==> src/rtl/datapath_sequencer.sv <==
// rtl/datapath_sequencer.sv - control-word microsequencer for the 4-bit register-file/ALU datapath
module datapath_sequencer #(
    parameter int PROG_DEPTH = 8,
    parameter int ADDR_W     = 3,
    parameter int CW_W       = 13
) (
    input  logic              clk,
    input  logic              nRST,
    input  logic              prog_we,
    input  logic [ADDR_W-1:0] prog_addr,
    input  logic [CW_W-1:0]   prog_data,
    input  logic              start,
    input  logic              alu_cout,
    output logic              busy,
    output logic              done,
    output logic              prog_err,
    output logic [ADDR_W-1:0] pc,
    output logic [1:0]        A_addr,
    output logic [1:0]        B_addr,
    output logic [1:0]        D_addr,
    output logic              nWE,
    output logic              alu_sel,
    output logic [1:0]        func_sel,
    output logic              C_in,
    output logic              carry_flag
);

    typedef enum logic [2:0] {
        S_IDLE,
        S_FETCH,
        S_EXEC,
        S_WB,
        S_DONE
    } state_t;

    localparam logic [ADDR_W-1:0] LAST_ADDR = ADDR_W'(PROG_DEPTH - 1);

    state_t state_q, state_d;

    logic [CW_W-1:0]   mem_q [PROG_DEPTH];
    logic              mem_we;

    logic [CW_W-1:0]   ir_q, ir_d;
    logic [ADDR_W-1:0] pc_q, pc_d;
    logic [ADDR_W-1:0] pc_out_q, pc_out_d;
    logic              carry_q, carry_d;
    logic              busy_q, busy_d;
    logic              done_q, done_d;
    logic              err_q, err_d;
    logic [1:0]        a_q, a_d;
    logic [1:0]        b_q, b_d;
    logic [1:0]        d_q, d_d;
    logic              nwe_q, nwe_d;
    logic              alu_q, alu_d;
    logic [1:0]        func_q, func_d;
    logic              cin_q, cin_d;

    // Each control output is the registered image of the value its state computes,
    // so the datapath sees a word's controls one cycle after the state that owns them.
    always_comb begin
        state_d  = state_q;
        ir_d     = ir_q;
        pc_d     = pc_q;
        pc_out_d = pc_q;
        carry_d  = carry_q;
        busy_d   = busy_q;
        done_d   = 1'b0;
        err_d    = prog_we && (state_q != S_IDLE);
        mem_we   = prog_we && (state_q == S_IDLE);
        a_d      = a_q;
        b_d      = b_q;
        d_d      = d_q;
        nwe_d    = 1'b1;
        alu_d    = alu_q;
        func_d   = func_q;
        cin_d    = cin_q;

        case (state_q)
            S_IDLE: begin
                busy_d = 1'b0;
                if (start) begin
                    pc_d    = '0;
                    carry_d = 1'b0;
                    busy_d  = 1'b1;
                    state_d = S_FETCH;
                end
            end
            S_FETCH: begin
                ir_d    = mem_q[pc_q];
                busy_d  = 1'b1;
                state_d = S_EXEC;
            end
            S_EXEC: begin
                a_d     = ir_q[7:6];
                b_d     = ir_q[5:4];
                d_d     = ir_q[9:8];
                alu_d   = ir_q[3];
                func_d  = ir_q[2:1];
                cin_d   = ir_q[12] ? carry_q : ir_q[0];
                state_d = S_WB;
            end
            S_WB: begin
                nwe_d   = ~ir_q[10];
                carry_d = alu_cout;
                if (ir_q[11] || (pc_q == LAST_ADDR)) begin
                    state_d = S_DONE;
                end else begin
                    pc_d    = pc_q + 1'b1;
                    state_d = S_FETCH;
                end
            end
            S_DONE: begin
                done_d  = 1'b1;
                busy_d  = 1'b0;
                state_d = S_IDLE;
            end
            default: state_d = S_IDLE;
        endcase
    end

    always_ff @(posedge clk) begin
        if (!nRST) begin
            state_q  <= S_IDLE;
            ir_q     <= '0;
            pc_q     <= '0;
            pc_out_q <= '0;
            carry_q  <= 1'b0;
            busy_q   <= 1'b0;
            done_q   <= 1'b0;
            err_q    <= 1'b0;
            a_q      <= '0;
            b_q      <= '0;
            d_q      <= '0;
            nwe_q    <= 1'b1;
            alu_q    <= 1'b0;
            func_q   <= '0;
            cin_q    <= 1'b0;
        end else begin
            state_q  <= state_d;
            ir_q     <= ir_d;
            pc_q     <= pc_d;
            pc_out_q <= pc_out_d;
            carry_q  <= carry_d;
            busy_q   <= busy_d;
            done_q   <= done_d;
            err_q    <= err_d;
            a_q      <= a_d;
            b_q      <= b_d;
            d_q      <= d_d;
            nwe_q    <= nwe_d;
            alu_q    <= alu_d;
            func_q   <= func_d;
            cin_q    <= cin_d;
        end
    end

    // Program memory survives reset; only writes during reset are blocked.
    always_ff @(posedge clk) begin
        if (nRST && mem_we) begin
            mem_q[prog_addr] <= prog_data;
        end
    end

    assign busy       = busy_q;
    assign done       = done_q;
    assign prog_err   = err_q;
    assign pc         = pc_out_q;
    assign A_addr     = a_q;
    assign B_addr     = b_q;
    assign D_addr     = d_q;
    assign nWE        = nwe_q;
    assign alu_sel    = alu_q;
    assign func_sel   = func_q;
    assign C_in       = cin_q;
    assign carry_flag = carry_q;

endmodule

==> config.mk <==
export PLATFORM = sky130hd
export DESIGN_NAME = datapath_sequencer
export DESIGN_NICKNAME = d
export VERILOG_FILES = /design/src/rtl/datapath_sequencer.sv
export SDC_FILE = /design/constraint.sdc
export NUM_CORES = 1
export LEC_CHECK = 0
export CORE_UTILIZATION = 65
export CTS_BUF_LIST = sky130_fd_sc_hd__clkbuf_2 sky130_fd_sc_hd__clkbuf_4 sky130_fd_sc_hd__clkbuf_8
export CTS_CLUSTER_SIZE = 16
export DETAILED_ROUTE_END_ITERATION = 16
export MAX_ROUTING_LAYER = met4
export PLACE_DENSITY = 0.91
export SYNTH_ARGS = -nofsm -noshare
export SYNTH_HDL_FRONTEND = slang
export SYNTH_SLANG_ARGS = --single-unit
==> constraint.sdc <==
create_clock -name clk -period 6 [get_ports clk]
set_clock_uncertainty 0.15 [all_clocks]
set_input_delay 1.2 -clock clk [delete_from_list [all_inputs] [get_ports clk]]
set_output_delay 1.2 -clock clk [all_outputs]
set_load 0.02 [all_outputs]
==> results.yml, run 1 <==
setup_path:
  cp_slowest_cell: "nor2_1"
  path_max_fanout: 21
  max_stage_delay_ps: 860
  r2r-start: "state_q[0]$_SDFFE_PN0P_"
  ff2ff_path_depth: 3
  r2r_slack_ps: 3410
  crit_chain: "clkdlybuf4s50_1 > nand2_1 > or3b_1 > nor2_1"
  timing.rr.end: "mem_q[4][3]$_DFFE_PP_"
  crit_path_end_kind: "register"
  cp-start-kind: "input port"
  crit_type: "input port to register"
  cp_data_required_time_ps: 5900
  crit_arrival_ps: 3550
cells_and_area:
  area_delta_synth_final_pct: 16.8
  final_cell_mix: "edfxtp_1 (104), mux2i_1 (60), clkdlybuf4s50_1 (38)"
  nNetsFinal: 390
  layout_commonest_cell: "edfxtp_1"
  antennaDiodeCount: 0
  drive_gt1_share_pct: 9.74
floorplanning:
  rows: 32
  start_util_pct: 68.2
  dieArea_mm2: 0.00856
  io_pins: 39
  die_y_um: 92.5
  fp.dieW_um: 92.5
  core_mm2: 0.00781
clock_tree:
  hold_buffers: 0
  cts_sinks: 141
  root_buffer: "clkbuf_8"
  cts_buffer_depth: 2
  post_cts.repair.setup_buffers: 0
  cts.repair.resized: 0
  cts_tree: "built"
  clk_pin_slew_ps: 80
  insertion_delay_ps: 430
  h-tree-depth: 4
  numCtsBuffers: 17
placement:
  place.gp.congestion: 0.813
  portBuffers: 38
  hpwlAfterDp_um: 6950
sta:
  hold_violations: 0
  drv_slew: 0
  fmax_mhz: 274
  slew_headroom_pct: 28.8
  period_minus_slack_ps: 3650
  worst_pin_slew_ps: 1060
  period_share_pct: 60.9
  timing.setup.tns_ps: 0
  setup_viol: 0
  rsz0062_at_grt: "false"
  fin_hold_ws_ps: 250
logic_synthesis:
  synth.distinct_cells: 34
  yosysSeqAreaShare_pct: 72.5
  synth_edf_count: 104
  syn_area_per_cell_um2: 16.3
  netlist_instances: 327
  ys_seq_elements: 141
  ys.flop_type: "edfxtp_1"
  ys_warn_count: 0
  synth_async_sr_flop_share_pct: 0
  syn_area_mm2: 0.00533
  synth_nets: 350
global_route:
  grt_usage_pct: 29.0
  grt_max_degree: 55
  overflow: 0
  antenna_found_initial: 0
  grt_pass1_wl_um: 16700
  grt_pass1_vias: 2924
pwr:
  power_density_mw_per_mm2: 345
  leakage_nw: 2.01
  max-vdd-ir-drop_mv: 0.214
outcome:
  status: "finished clean"
route:
  drt_pass1_iterations: 6
  drt_wl_total_um: 11000
  drt_iter0_markers: 355
  wire_per_inst_um: 22.9
  avgViaCountPerCell: 6.40
  drtAntennaViolNets: 0
  dr_total_vias: 3087
  drcViolationCount: 0
job:
  maxCapViolCount: 0
hold_path:
  hp-start: "ir_q[10]$_SDFFE_PN0P_"
  hold-path-endpoint: "nWE$_SDFF_PN1_"
  hold_depth: 1
  worstHoldPathType: "register to register"
## worst max-delay path by stage
stage / from / to / slack, ps / cells past startpoint
3_5_place_dp: nRST / mem_q[4][1]$_DFFE_PP_ / 1890 / 4
4_1_cts: nRST / mem_q[4][8]$_DFFE_PP_ / 2360 / 4
3_3_place_gp: nRST / mem_q[4][1]$_DFFE_PP_ / 2030 / 4
2_1_floorplan: nRST / mem_q[1][0]$_DFFE_PP_ / 2870 / 3
6_report: nRST / mem_q[4][3]$_DFFE_PP_ / 2350 / 4
5_1_grt: nRST / mem_q[4][8]$_DFFE_PP_ / 2160 / 4
## per-layer routing
| layer | vias up | track usage [%] | share of wire [%] |
|---|---|---|---|
| li1 | 1359 | - | - |
| met1 | 1497 | 38.2 | 40 |
| met2 | 203 | 40.7 | 47 |
| met3 | 28 | 8.21 | 9.0 |
| met4 | 0 | 16.5 | 3.8 |
| met5 | - | - | 0 |
## cell families after synthesis
| group | count (synthesis) | share of synthesized area (%) |
|---|---|---|
| adder cells (fa/ha/maj) | 2 | 0.470 |
| buffers and inverters | 20 | 2.07 |
| multiplexers | 61 | 11.7 |
| AO/OA/AOI/OAI | 50 | 7.73 |
| XOR/XNOR | 1 | 0.164 |
| AND/OR/NAND/NOR | 52 | 5.35 |
| flip-flops | 141 | 72.5 |
## through the flow
stage	instances	util [%]	setup slack, ps	power (mW)	area [um2]
2_1_floorplan	327	-	2870	1.21	5330
3_3_place_gp	450	73.6	2030	1.26	5750
3_5_place_dp	450	73.6	1890	1.27	5750
4_1_cts	482	79.7	2360	2.15	6220
5_1_grt	482	79.7	2160	2.21	6220
6_report	482	79.7	2350	2.15	6220
## registers in the layout (all words and copies together) (netlist names)
register    cells
mem_q         104
ir_q           13
pc              3
pc_out_d        3
state_q         3
A_addr          2
B_addr          2
D_addr          2
func_sel        2
C_in            1
alu_sel         1
busy            1
carry_flag      1
done            1
nWE             1
prog_err        1
## cells in the mapped netlist, types with 2 or more instances
library cell  count  area, um2
nand2_1           8       30.0
dfxtp_1          37        741
buf_4             4       30.0
a22oi_1          25        188
buf_2            10       50.1
and2_1            2       12.5
clkbuf_1          3       11.3
edfxtp_1        104       3120
mux2i_1          60        601
nand2b_1          4       25.0
a32o_1           13        130
a2bb2oi_1         2       17.5
ha_1              2       25.0
o21ai_0           2       10.0
nor3_2            2       20.0
nor2_1           16       60.1
nor3_1            3       15.0
nor2b_1          11       68.8
or3b_1            2       17.5
inv_1             2       7.51
o2bb2ai_1         2       17.5
## where the power goes
| group | leakage, nW | switching [mW] | internal (mW) |
|---|---|---|---|
| Sequential | 1.24 | 0.0194 | 1.07 |
| Clock | 0.236 | 0.346 | 0.549 |
| Combinational | 0.532 | 0.0888 | 0.0687 |
| Total | 2.01 | 0.454 | 1.69 |
## worst max-delay path: cells and delay by family
kind                   cells  cell delay [ps]
AND/OR/NAND/NOR            3             1500
buffers and inverters      1              850
## layout make-up
cell class              count  area, um2
clock buffers              20        256
clock inverters            12        218
fillers                   412       1590
inverters                   2       7.51
multi-input cells         166       1360
flip-flops and latches    141       3860
well taps                 102        128
repair buffers             39        388
Note: power is estimated with default switching activity, not from simulation.
==> inputs of run 2 (changes only) <==
--- a/config.mk
+++ b/config.mk
@@ -5,12 +5,12 @@
 export SDC_FILE = /design/constraint.sdc
 export NUM_CORES = 1
 export LEC_CHECK = 0
-export CORE_UTILIZATION = 65
+export CORE_UTILIZATION = 54
 export CTS_BUF_LIST = sky130_fd_sc_hd__clkbuf_2 sky130_fd_sc_hd__clkbuf_4 sky130_fd_sc_hd__clkbuf_8
 export CTS_CLUSTER_SIZE = 16
 export DETAILED_ROUTE_END_ITERATION = 16
 export MAX_ROUTING_LAYER = met4
-export PLACE_DENSITY = 0.91
+export PLACE_DENSITY = 0.81
 export SYNTH_ARGS = -nofsm -noshare
 export SYNTH_HDL_FRONTEND = slang
 export SYNTH_SLANG_ARGS = --single-unit
==> constraint.sdc (replaced) <==
create_clock -name clk -period 3.26 [get_ports clk]
set_clock_uncertainty 0.15 [all_clocks]
set_input_delay 0.652 -clock clk [delete_from_list [all_inputs] [get_ports clk]]
set_output_delay 0.652 -clock clk [all_outputs]
set_load 0.02 [all_outputs]
==> run 2 against run 1 <==
Design area is 0.46% higher; clock-buffer cell count down 2; sequential cell count is the same; core utilization is 13 points lower; clock power is 37% higher; non-clock buffer count up 14; register-to-register slack lost 2200 ps; combinational power up 74%; first-iteration DRC count is 40% lower; sequential share of layout area down 0.29 points; global-route usage is 7.6 points lower; total power grew 64%.
==> results.yml, run 2 (synthesized netlist as in run 1, its figures left out) <==
sta:
  period_minus_slack_ps: 2220
  drv_slew: 0
  rsz0062_at_grt: "false"
  period_share_pct: 68.2
  worst_pin_slew_ps: 935
  fin_hold_ws_ps: 256
  fmax_mhz: 450
  slew_headroom_pct: 37.4
  hold_violations: 0
  fin_ws_ps: 1040
  timing.setup.tns_ps: 0
  setup_viol: 0
setup_path:
  cp_slowest_cell: "clkdlybuf4s50_1"
  ff2ff_path_depth: 4
  path_max_fanout: 3
  max_stage_delay_ps: 620
  path_delay_family: "buffers and inverters"
  cp_data_required_time_ps: 2460
  crit_path_end_kind: "output port"
  crit_chain: "clkdlybuf4s50_1"
  r2r_slack_ps: 1180
  critical_path_buf_inv_count: 1
  cp-start-kind: "register"
  crit_type: "register to output port"
  timing.rr.end: "mem_q[0][5]$_DFFE_PP_"
  r2r-start: "state_q[0]$_SDFFE_PN0P_"
  crit_arrival_ps: 1420
route:
  avgViaCountPerCell: 5.61
  drcViolationCount: 0
  dr_total_vias: 2934
  drt_wl_total_um: 9640
  wire_per_inst_um: 18.4
  drt_iter0_markers: 213
  drt_pass1_iterations: 4
  drtAntennaViolNets: 0
global_route:
  met2_usage_pct: 32.2
  grt.busiest_layer: "met2"
  grt_pass1_wl_um: 15000
  overflow: 0
  grt_max_degree: 29
  met1_usage_pct: 26.8
  grt_usage_pct: 21.4
  antenna_found_initial: 0
  met3_usage_pct: 4.90
  grt_pass1_vias: 2897
cells_and_area:
  antennaDiodeCount: 0
  largest_registers: "mem_q: 104 flops, ir_q: 13 flops"
  fin_area_mm2: 0.00625
  nNetsFinal: 404
  largest_reg_flops: 104
  area_delta_synth_final_pct: 17.3
  drive_gt1_share_pct: 13.2
  regMostFlops: "mem_q"
  final_cell_mix: "edfxtp_1 (104), mux2i_1 (60), clkdlybuf4s50_1 (38)"
  layout_commonest_cell: "edfxtp_1"
  final_cells: 523
  nFillCells: 656
floorplanning:
  core_mm2: 0.00942
  start_util_pct: 56.6
  dieArea_mm2: 0.0103
  io_pins: 39
  fp.dieW_um: 101
  die_y_um: 101
  rows: 35
placement:
  portBuffers: 38
  place.gp.congestion: 0.769
  dp.cells: 491
  post-place-ws_ps: 688
  dpl_cell_area_mm2: 0.00590
  hpwlAfterDp_um: 6590
clock_tree:
  cts_tree: "built"
  h-tree-depth: 4
  root_buffer: "clkbuf_8"
  numCtsBuffers: 17
  post_cts.repair.setup_buffers: 0
  hold_buffers: 0
  clk_pin_slew_ps: 80
  cts_sinks: 141
  insertion_delay_ps: 430
  cts.repair.resized: 0
  cts_buffer_depth: 2
job:
  maxCapViolCount: 0
hold_path:
  hold_depth: 1
  worstHoldPathType: "register to register"
  hp-start: "ir_q[10]$_SDFFE_PN0P_"
  hold-path-endpoint: "nWE$_SDFF_PN1_"
pwr:
  max-vdd-ir-drop_mv: 0.251
  power_density_mw_per_mm2: 564
  leakage_nw: 2.02
outcome:
  status: "finished clean"
[run 2: cell types whose count changed in the layout (fill, tap and decap cells not counted), moves of 2 or more]
cell       before  now
buf_4           1   14
bufinv_16       6    0
clkbuf_4        3    1
inv_6           0    6
[run 2: final cells by class]
cell class | count | area [um2] | area share, %
clock buffers | 18 | 241 | 3.86
clock inverters | 14 | 110 | 1.76
inverters | 2 | 7.51 | 0.120
multi-input cells | 166 | 1360 | 21.7
flip-flops and latches | 141 | 3860 | 61.8
well taps | 129 | 161 | 2.58
repair buffers | 53 | 505 | 8.09
[run 2: worst max-delay path by stage]
| stage | start | cells past startpoint | slack, ps | end |
|---|---|---|---|---|
| final | carry_flag$_SDFFE_PN0P_ | 1 | 1040 | carry_flag |
| after global placement | prog_we | 5 | 750 | mem_q[0][3]$_DFFE_PP_ |
| after floorplan | nRST | 3 | 680 | mem_q[1][0]$_DFFE_PP_ |
| after detailed placement | nRST | 5 | 690 | mem_q[0][8]$_DFFE_PP_ |
| after global routing | carry_flag$_SDFFE_PN0P_ | 1 | 970 | carry_flag |
| after CTS | carry_flag$_SDFFE_PN0P_ | 1 | 1010 | carry_flag |
[run 2: power by group]
| part | internal [mW] | leakage (nW) | total, mW | switching [mW] |
|---|---|---|---|---|
| combinational | 0.132 | 0.609 | 0.275 | 0.142 |
| sequential | 1.97 | 1.24 | 2.02 | 0.0425 |
| clock | 0.549 | 0.174 | 1.23 | 0.682 |
[run 2: per-stage QoR]
stage	utilization (%)	total power [mW]
2_1_floorplan	-	2.23
3_3_place_gp	62.6	2.32
3_5_place_dp	62.6	2.33
4_1_cts	66.4	3.55
5_1_grt	66.4	3.63
6_report	66.4	3.52
[run 2: per-layer routing]
metal	share of wire (%)	wire, um
met5	0	0
met4	1.8	172
met3	5.8	556
met2	49	4690
met1	44	4220
[run 2: worst reg2reg max path: cells and delay by family (launching register included)]
kind	cells	cell delay [ps]
DFF	1	440
and+or+nand+nor	3	910
buffers and inverters	1	260
